### src/rtl/control_sequencer.sv
// rtl/control_sequencer.sv - hardwired Mini SRC control unit: fetch, decode and execute strobe sequencer
// Moore machine; every strobe is a function of the registered state and latched opcode.
module control_sequencer #(
   parameter logic [31:0] RESET_PC = 32'd0,
   parameter int          MEM_WAIT = 1
) (
   input  logic        Clock,
   input  logic        Clear,
   input  logic [31:0] IR,
   input  logic        CON,
   input  logic        Stop,
   output logic        Run,
   output logic        PCOut,
   output logic        MDRout,
   output logic        Zhighout,
   output logic        Zlowout,
   output logic        highout,
   output logic        lowout,
   output logic        inPortOut,
   output logic        Cout,
   output logic        BAout,
   output logic        Rout,
   output logic        MARin,
   output logic        MDRin,
   output logic        Zhighin,
   output logic        Zlowin,
   output logic        highin,
   output logic        lowin,
   output logic        PCin,
   output logic        IRin,
   output logic        Yin,
   output logic        Rin,
   output logic        outPortIn,
   output logic        Gra,
   output logic        Grb,
   output logic        Grc,
   output logic        IncPC,
   output logic        Read,
   output logic        ram_enable,
   output logic        con_in,
   output logic        PC_enable,
   output logic        R15_enable,
   output logic [3:0]  CONTROL
);

   localparam logic [3:0] ALU_ADD = 4'd0, ALU_SUB = 4'd1, ALU_AND = 4'd2, ALU_OR = 4'd3,
                          ALU_SHR = 4'd4, ALU_SHRA = 4'd5, ALU_SHL = 4'd6, ALU_ROR = 4'd7,
                          ALU_ROL = 4'd8, ALU_NEG = 4'd9, ALU_NOT = 4'd10;
   localparam logic [1:0] WAIT_INIT = 2'(MEM_WAIT - 1);

   typedef enum logic [3:0] {
      S_RST, S_F0, S_F1, S_FW, S_F2, S_DEC, S_E0, S_E1, S_E2, S_EW, S_E3, S_E4, S_HALT
   } state_t;

   typedef enum logic [3:0] {
      C_ALU3, C_ALU2, C_IMM, C_LDI, C_LD, C_ST, C_BR, C_JR,
      C_MFHI, C_MFLO, C_IN, C_OUT, C_NOP, C_HALT
   } class_t;

   state_t      state, state_next;
   class_t      cls;
   logic [4:0]  opcode;
   logic [1:0]  cnt, cnt_next;
   logic [3:0]  alu_op;
   logic        last;

   // PC gating by CON happens in the datapath; these inputs are intentionally not consumed here.
   logic unused_inputs;
   assign unused_inputs = ^{IR[26:0], CON, RESET_PC};

   always_ff @(posedge Clock or negedge Clear) begin
      if (!Clear) begin
         state  <= S_RST;
         opcode <= 5'd0;
         cnt    <= 2'd0;
      end else begin
         state <= state_next;
         cnt   <= cnt_next;
         if (state == S_F2)
            opcode <= IR[31:27];
      end
   end

   always_comb begin
      cls = C_HALT;
      case (opcode)
         5'b00011, 5'b00100, 5'b00101, 5'b00110, 5'b00111,
         5'b01000, 5'b01001, 5'b01010, 5'b01011: cls = C_ALU3;
         5'b10001, 5'b10010:                     cls = C_ALU2;
         5'b01100, 5'b01101, 5'b01110:           cls = C_IMM;
         5'b00001: cls = C_LDI;
         5'b00000: cls = C_LD;
         5'b00010: cls = C_ST;
         5'b10011: cls = C_BR;
         5'b10100: cls = C_JR;
         5'b11000: cls = C_MFHI;
         5'b11001: cls = C_MFLO;
         5'b10110: cls = C_IN;
         5'b10111: cls = C_OUT;
         5'b11010: cls = C_NOP;
         default:  cls = C_HALT;
      endcase
   end

   always_comb begin
      alu_op = ALU_ADD;
      case (opcode)
         5'b00100:           alu_op = ALU_SUB;
         5'b00101:           alu_op = ALU_SHR;
         5'b00110:           alu_op = ALU_SHRA;
         5'b00111:           alu_op = ALU_SHL;
         5'b01000:           alu_op = ALU_ROR;
         5'b01001:           alu_op = ALU_ROL;
         5'b01010, 5'b01101: alu_op = ALU_AND;
         5'b01011, 5'b01110: alu_op = ALU_OR;
         5'b10001:           alu_op = ALU_NEG;
         5'b10010:           alu_op = ALU_NOT;
         default:            alu_op = ALU_ADD;
      endcase
   end

   // Final state of each instruction: the only place Stop is honoured.
   always_comb begin
      last = 1'b0;
      case (state)
         S_DEC:   last = (cls == C_NOP);
         S_E0:    last = cls inside {C_JR, C_MFHI, C_MFLO, C_IN, C_OUT};
         S_E1:    last = (cls == C_ALU2);
         S_E2:    last = cls inside {C_ALU3, C_IMM, C_LDI};
         S_E3:    last = cls inside {C_LD, C_BR};
         S_E4:    last = 1'b1;
         default: last = 1'b0;
      endcase
   end

   always_comb begin
      state_next = state;
      cnt_next   = cnt;
      case (state)
         S_RST: state_next = S_F0;
         S_F0:  state_next = S_F1;
         S_F1: begin
            state_next = S_FW;
            cnt_next   = WAIT_INIT;
         end
         S_FW: begin
            if (cnt == 2'd0) state_next = S_F2;
            else             cnt_next   = cnt - 2'd1;
         end
         S_F2:  state_next = S_DEC;
         S_DEC: begin
            if (cls == C_HALT)     state_next = S_HALT;
            else if (cls != C_NOP) state_next = S_E0;
         end
         S_E0:  state_next = S_E1;
         S_E1:  state_next = S_E2;
         S_E2: begin
            if (cls == C_LD) begin
               state_next = S_EW;
               cnt_next   = WAIT_INIT;
            end else begin
               state_next = S_E3;
            end
         end
         S_EW: begin
            if (cnt == 2'd0) state_next = S_E3;
            else             cnt_next   = cnt - 2'd1;
         end
         S_E3:   state_next = S_E4;
         S_E4:   state_next = S_F0;
         S_HALT: state_next = S_HALT;
         default: state_next = S_RST;
      endcase
      if (last)
         state_next = Stop ? S_HALT : S_F0;
   end

   always_comb begin
      Run = 1'b1;
      {PCOut, MDRout, Zhighout, Zlowout, highout, lowout, inPortOut, Cout, BAout, Rout} = '0;
      {MARin, MDRin, Zhighin, Zlowin, highin, lowin, PCin, IRin, Yin, Rin, outPortIn} = '0;
      {Gra, Grb, Grc, IncPC, Read, ram_enable, con_in, PC_enable, R15_enable} = '0;
      CONTROL = ALU_ADD;
      case (state)
         S_F0: {PCOut, MARin, IncPC, Zlowin} = '1;
         S_F1: {Zlowout, PCin} = '1;
         S_FW, S_EW: {Read, MDRin} = '1;
         S_F2: {MDRout, IRin} = '1;
         S_E0: begin
            case (cls)
               C_ALU3, C_IMM:       {Grb, Rout, Yin} = '1;
               C_ALU2: begin
                  {Grb, Rout, Zlowin} = '1;
                  CONTROL = alu_op;
               end
               C_LDI, C_LD, C_ST:   {Grb, BAout, Yin} = '1;
               C_BR:                {Gra, Rout, con_in} = '1;
               C_JR:                {Gra, Rout, PCin} = '1;
               C_MFHI:              {highout, Gra, Rin} = '1;
               C_MFLO:              {lowout, Gra, Rin} = '1;
               C_IN:                {inPortOut, Gra, Rin} = '1;
               C_OUT:               {Gra, Rout, outPortIn} = '1;
               default: ;
            endcase
         end
         S_E1: begin
            case (cls)
               C_ALU3: begin
                  {Grc, Rout, Zlowin} = '1;
                  CONTROL = alu_op;
               end
               C_ALU2:              {Zlowout, Gra, Rin} = '1;
               C_IMM: begin
                  {Cout, Zlowin} = '1;
                  CONTROL = alu_op;
               end
               C_LDI, C_LD, C_ST:   {Cout, Zlowin} = '1;
               C_BR:                {PCOut, Yin} = '1;
               default: ;
            endcase
         end
         S_E2: begin
            case (cls)
               C_ALU3, C_IMM, C_LDI: {Zlowout, Gra, Rin} = '1;
               C_LD, C_ST:           {Zlowout, MARin} = '1;
               C_BR:                 {Cout, Zlowin} = '1;
               default: ;
            endcase
         end
         S_E3: begin
            case (cls)
               C_LD:    {MDRout, Gra, Rin} = '1;
               C_ST:    {Gra, Rout, MDRin} = '1;
               C_BR:    {Zlowout, PC_enable} = '1;
               default: ;
            endcase
         end
         S_E4:   ram_enable = 1'b1;
         S_HALT: Run = 1'b0;
         default: ;
      endcase
   end

endmodule

### config.mk
export PLATFORM = sky130hd
export DESIGN_NAME = control_sequencer
export DESIGN_NICKNAME = d
export VERILOG_FILES = /design/src/rtl/control_sequencer.sv
export SDC_FILE = /design/constraint.sdc
export NUM_CORES = 1
export LEC_CHECK = 0
export CAP_MARGIN = 20
export CORE_UTILIZATION = 45
export CTS_CLUSTER_SIZE = 8
export DETAILED_ROUTE_END_ITERATION = 8
export DONT_BUFFER_PORTS = 1
export MAX_ROUTING_LAYER = met4
export PLACE_DENSITY = 0.74
export SYNTH_ARGS = -nofsm -noshare
export SYNTH_HDL_FRONTEND = slang
export SYNTH_SLANG_ARGS = --single-unit
### constraint.sdc
create_clock -name Clock -period 2.4 [get_ports Clock]
set_input_delay 0.24 -clock Clock [delete_from_list [all_inputs] [get_ports Clock]]
set_output_delay 0.24 -clock Clock [all_outputs]
set_load 0.05 [all_outputs]
==> results.yml <==
place:
  place_area_um2: 2820
  gp_congestion: 0.904
  io_buffers: 0
  dp.cells: 342
  dp_hpwl_um: 4600
critical_path:
  rr_startpoint: "opcode[0]"
  cp-end-kind: "primary output"
  cp-start-kind: "flip-flop"
  regToRegEndpoint: "state[3]"
  rr_worst_depth: 10
  worstPathArrival_ns: 2.56
  worstPathRequired_ns: 2.16
  critPathKind: "flip-flop to primary output"
  reg2reg_slack_ns: -0.36
  critPathMaxFanout: 6
global_routing:
  antenna_found_initial: 0
  grt_max_degree: 14
  grtUsageTotal_pct: 33.3
  gr-total-overflow: 0
  grt_pass1_wl_um: 10300
  grt_pass1_vias: 2151
logic_synthesis:
  synthTopCellsByArea: "dfrtp_1 16%, ha_1 6.5%, nor2_1 6.3%"
  yosysSeqAreaShare_pct: 15.9
  netlist_top_cells_count: "29 x nor2_1, 24 x nand2_1, 18 x o21ai_0"
  yosysWarningCount: 0
  ys_ff_latch: 11
  synth_edf_count: 0
  yosys.area.top_type: "dfrtp_1"
  synthDistinctLibCells: 57
  syn_area_um2: 1730
  synth_top_area_share_pct: 15.9
  synthFlopType: "dfrtp_1"
  syn-mean-instance-area_um2: 7.55
  async_flop_share_pct: 100
  synth_cells: 229
  yosysMostFrequentCell: "nor2_1"
clocking:
  insertion_delay_ns: 0.24
  numCtsBuffers: 3
  h-tree-depth: 1
  cts_buffer_depth: 2
  clk_pin_slew_ns: 0.05
  clkSinkCount: 11
  cts_tree: "done"
  cts_root_buf: "clkbuf_8"
sta:
  setup_slack_ns: -0.401
  maxSlewViolCount: 0
  slew_headroom_pct: 56.7
  post-route-min-period_ns: 2.80
  finalHoldViolations: 0
  worst-slew-pin-transition_ns: 0.644
  rsz0062_at_grt: "yes"
  setup_viol: 31
  skew_ns: 0.00362
  fin_crit_sh_pct: 117
  fmax_mhz: 357
detailed_routing:
  ant_nets: 0
  drt_wl_total_um: 6770
  drt-initial-drc-count: 245
  routed-via-count: 2249
  drcViolationCount: 0
  drt_first_pass_iters: 5
  viasPerCell: 6.30
  wl_per_cell_um: 19.0
hold_path:
  hold_path_depth: 1
  hp-class: "input pin to flip-flop"
  holdPathEnd: "state[0]"
  hp-start: "Stop"
cells_and_area:
  stdcell_count: 357
  diodes: 0
  layout-drive-gt1-share_pct: 57.0
  area_delta_synth_final_pct: 81.3
  design_area_um2: 3140
  fin_nets: 355
  final_core_util_pct: 85.6
die:
  die_w_um: 64.0
  dieArea_um2: 4090
  die_y_um: 64.0
  core_um2: 3660
  pin_count: 71
  initial_utilization_pct: 47.2
  rows: 22
flow_run:
  max_cap_violations: 0
outcome:
  violations: "setup timing"
  status: "finished with violations"
-- through the flow --
step	setup WS, ns	setup TNS (ns)	hold WS [ns]
floorplan	-0.0647	-0.288	-0.0556
global placement	-0.162	-1.89	-0.0553
detailed placement	-0.232	-3.46	-0.0553
CTS	-0.329	-7.29	0.106
global route	-0.481	-11.15	0.118
finish	-0.401	-8.42	0.108
-- routing by layer --
layer	wire [µm]	vias up	track usage [%]
li1	-	990	-
met1	2420	1042	36.3
met2	3500	169	59.0
met3	526	48	4.11
met4	322	0	17.0
met5	0	-	-
-- layout by cell type, fill, tap and decap left out, types with 3 or more instances in the layout --
cell / synthesis / layout
buf_4: 7 / 68
nor2_1: 29 / 19
nand2_1: 24 / 18
buf_12: 0 / 18
o21ai_0: 18 / 9
a21oi_1: 13 / 9
dfrtp_1: 11 / 9
nor2_4: 0 / 8
nor2b_1: 7 / 7
nand3_1: 8 / 7
inv_1: 7 / 5
and2_4: 0 / 5
nor3_4: 0 / 5
o21ai_4: 0 / 5
ha_1: 9 / 5
conb_1: 1 / 5
buf_6: 2 / 5
mux2_4: 2 / 4
nor2_2: 2 / 4
mux2_2: 4 / 4
mux2i_1: 4 / 3
o21ai_2: 0 / 3
nand2_2: 0 / 3
a211oi_4: 1 / 3
nand2b_1: 3 / 3
nor3_1: 9 / 3
nand2_4: 0 / 3
a31oi_1: 4 / 3
nor4_1: 4 / 3
ha_4: 0 / 3
clkbuf_8: 0 / 3
-- cell type report --
type	count	area, µm²
multi-input combinational	195	1780
timing repair buffer	92	937
fill	200	526
sequential	11	278
tap	48	60.1
clock buffer	4	45.0
inverter	7	31.3
-- registers in the layout, summed over array words and instances, names as in the netlist --
signal	cells
cnt	2
opcode	5
state	4
-- logic make-up (layout without fill, tap and decap cells) --
| kind of cell | after synthesis | in the layout | share of synthesized area [%] |
|---|---|---|---|
| AND/OR/NAND/NOR | 103 | 103 | 30.3 |
| flip-flops | 11 | 11 | 15.9 |
| buffers and inverters | 27 | 103 | 8.47 |
| adder cells (fa/ha/maj) | 9 | 9 | 6.51 |
| multiplexers | 12 | 12 | 7.96 |
| other | 1 | 5 | 0.217 |
| AO/OA/AOI/OAI | 65 | 65 | 30.1 |
| XOR/XNOR | 1 | 1 | 0.507 |
-- worst max path at each step --
stage | startpoint | to | slack, ns | cells after the start
floorplan | opcode[0] | CONTROL[2] | -0.06 | 9
global placement | opcode[0] | state[3] | -0.16 | 9
detailed placement | opcode[1] | state[3] | -0.23 | 10
CTS | opcode[0] | Rin | -0.33 | 10
global route | opcode[0] | Rin | -0.48 | 10
finish | opcode[0] | Rin | -0.40 | 10
-- critical path, stage by stage (launching register included) --
cell and delay, ns:
dfrtp_2 0.45, inv_4 0.09, ha_4 0.17, or2_4 0.23, a221o_1 0.36, and2_4 0.17
buf_6 0.12, nor3_4 0.26, a31oi_2 0.09, o21ai_4 0.22, buf_12 0.16
-- repair_timing --
item / in CTS / in global routing
buffers inserted: 7 / 3
endpoints found under the setup margin: 31 / 31
hold buffers: 1 / 0
resized for setup: 29 / 16
endpoints found under the hold margin: 11 / 0
pin swaps: 24 / 11
Power is left out: the tool's default activity adds up to more than one toggle a clock period on the data nets, which glitch-free logic cannot reach.
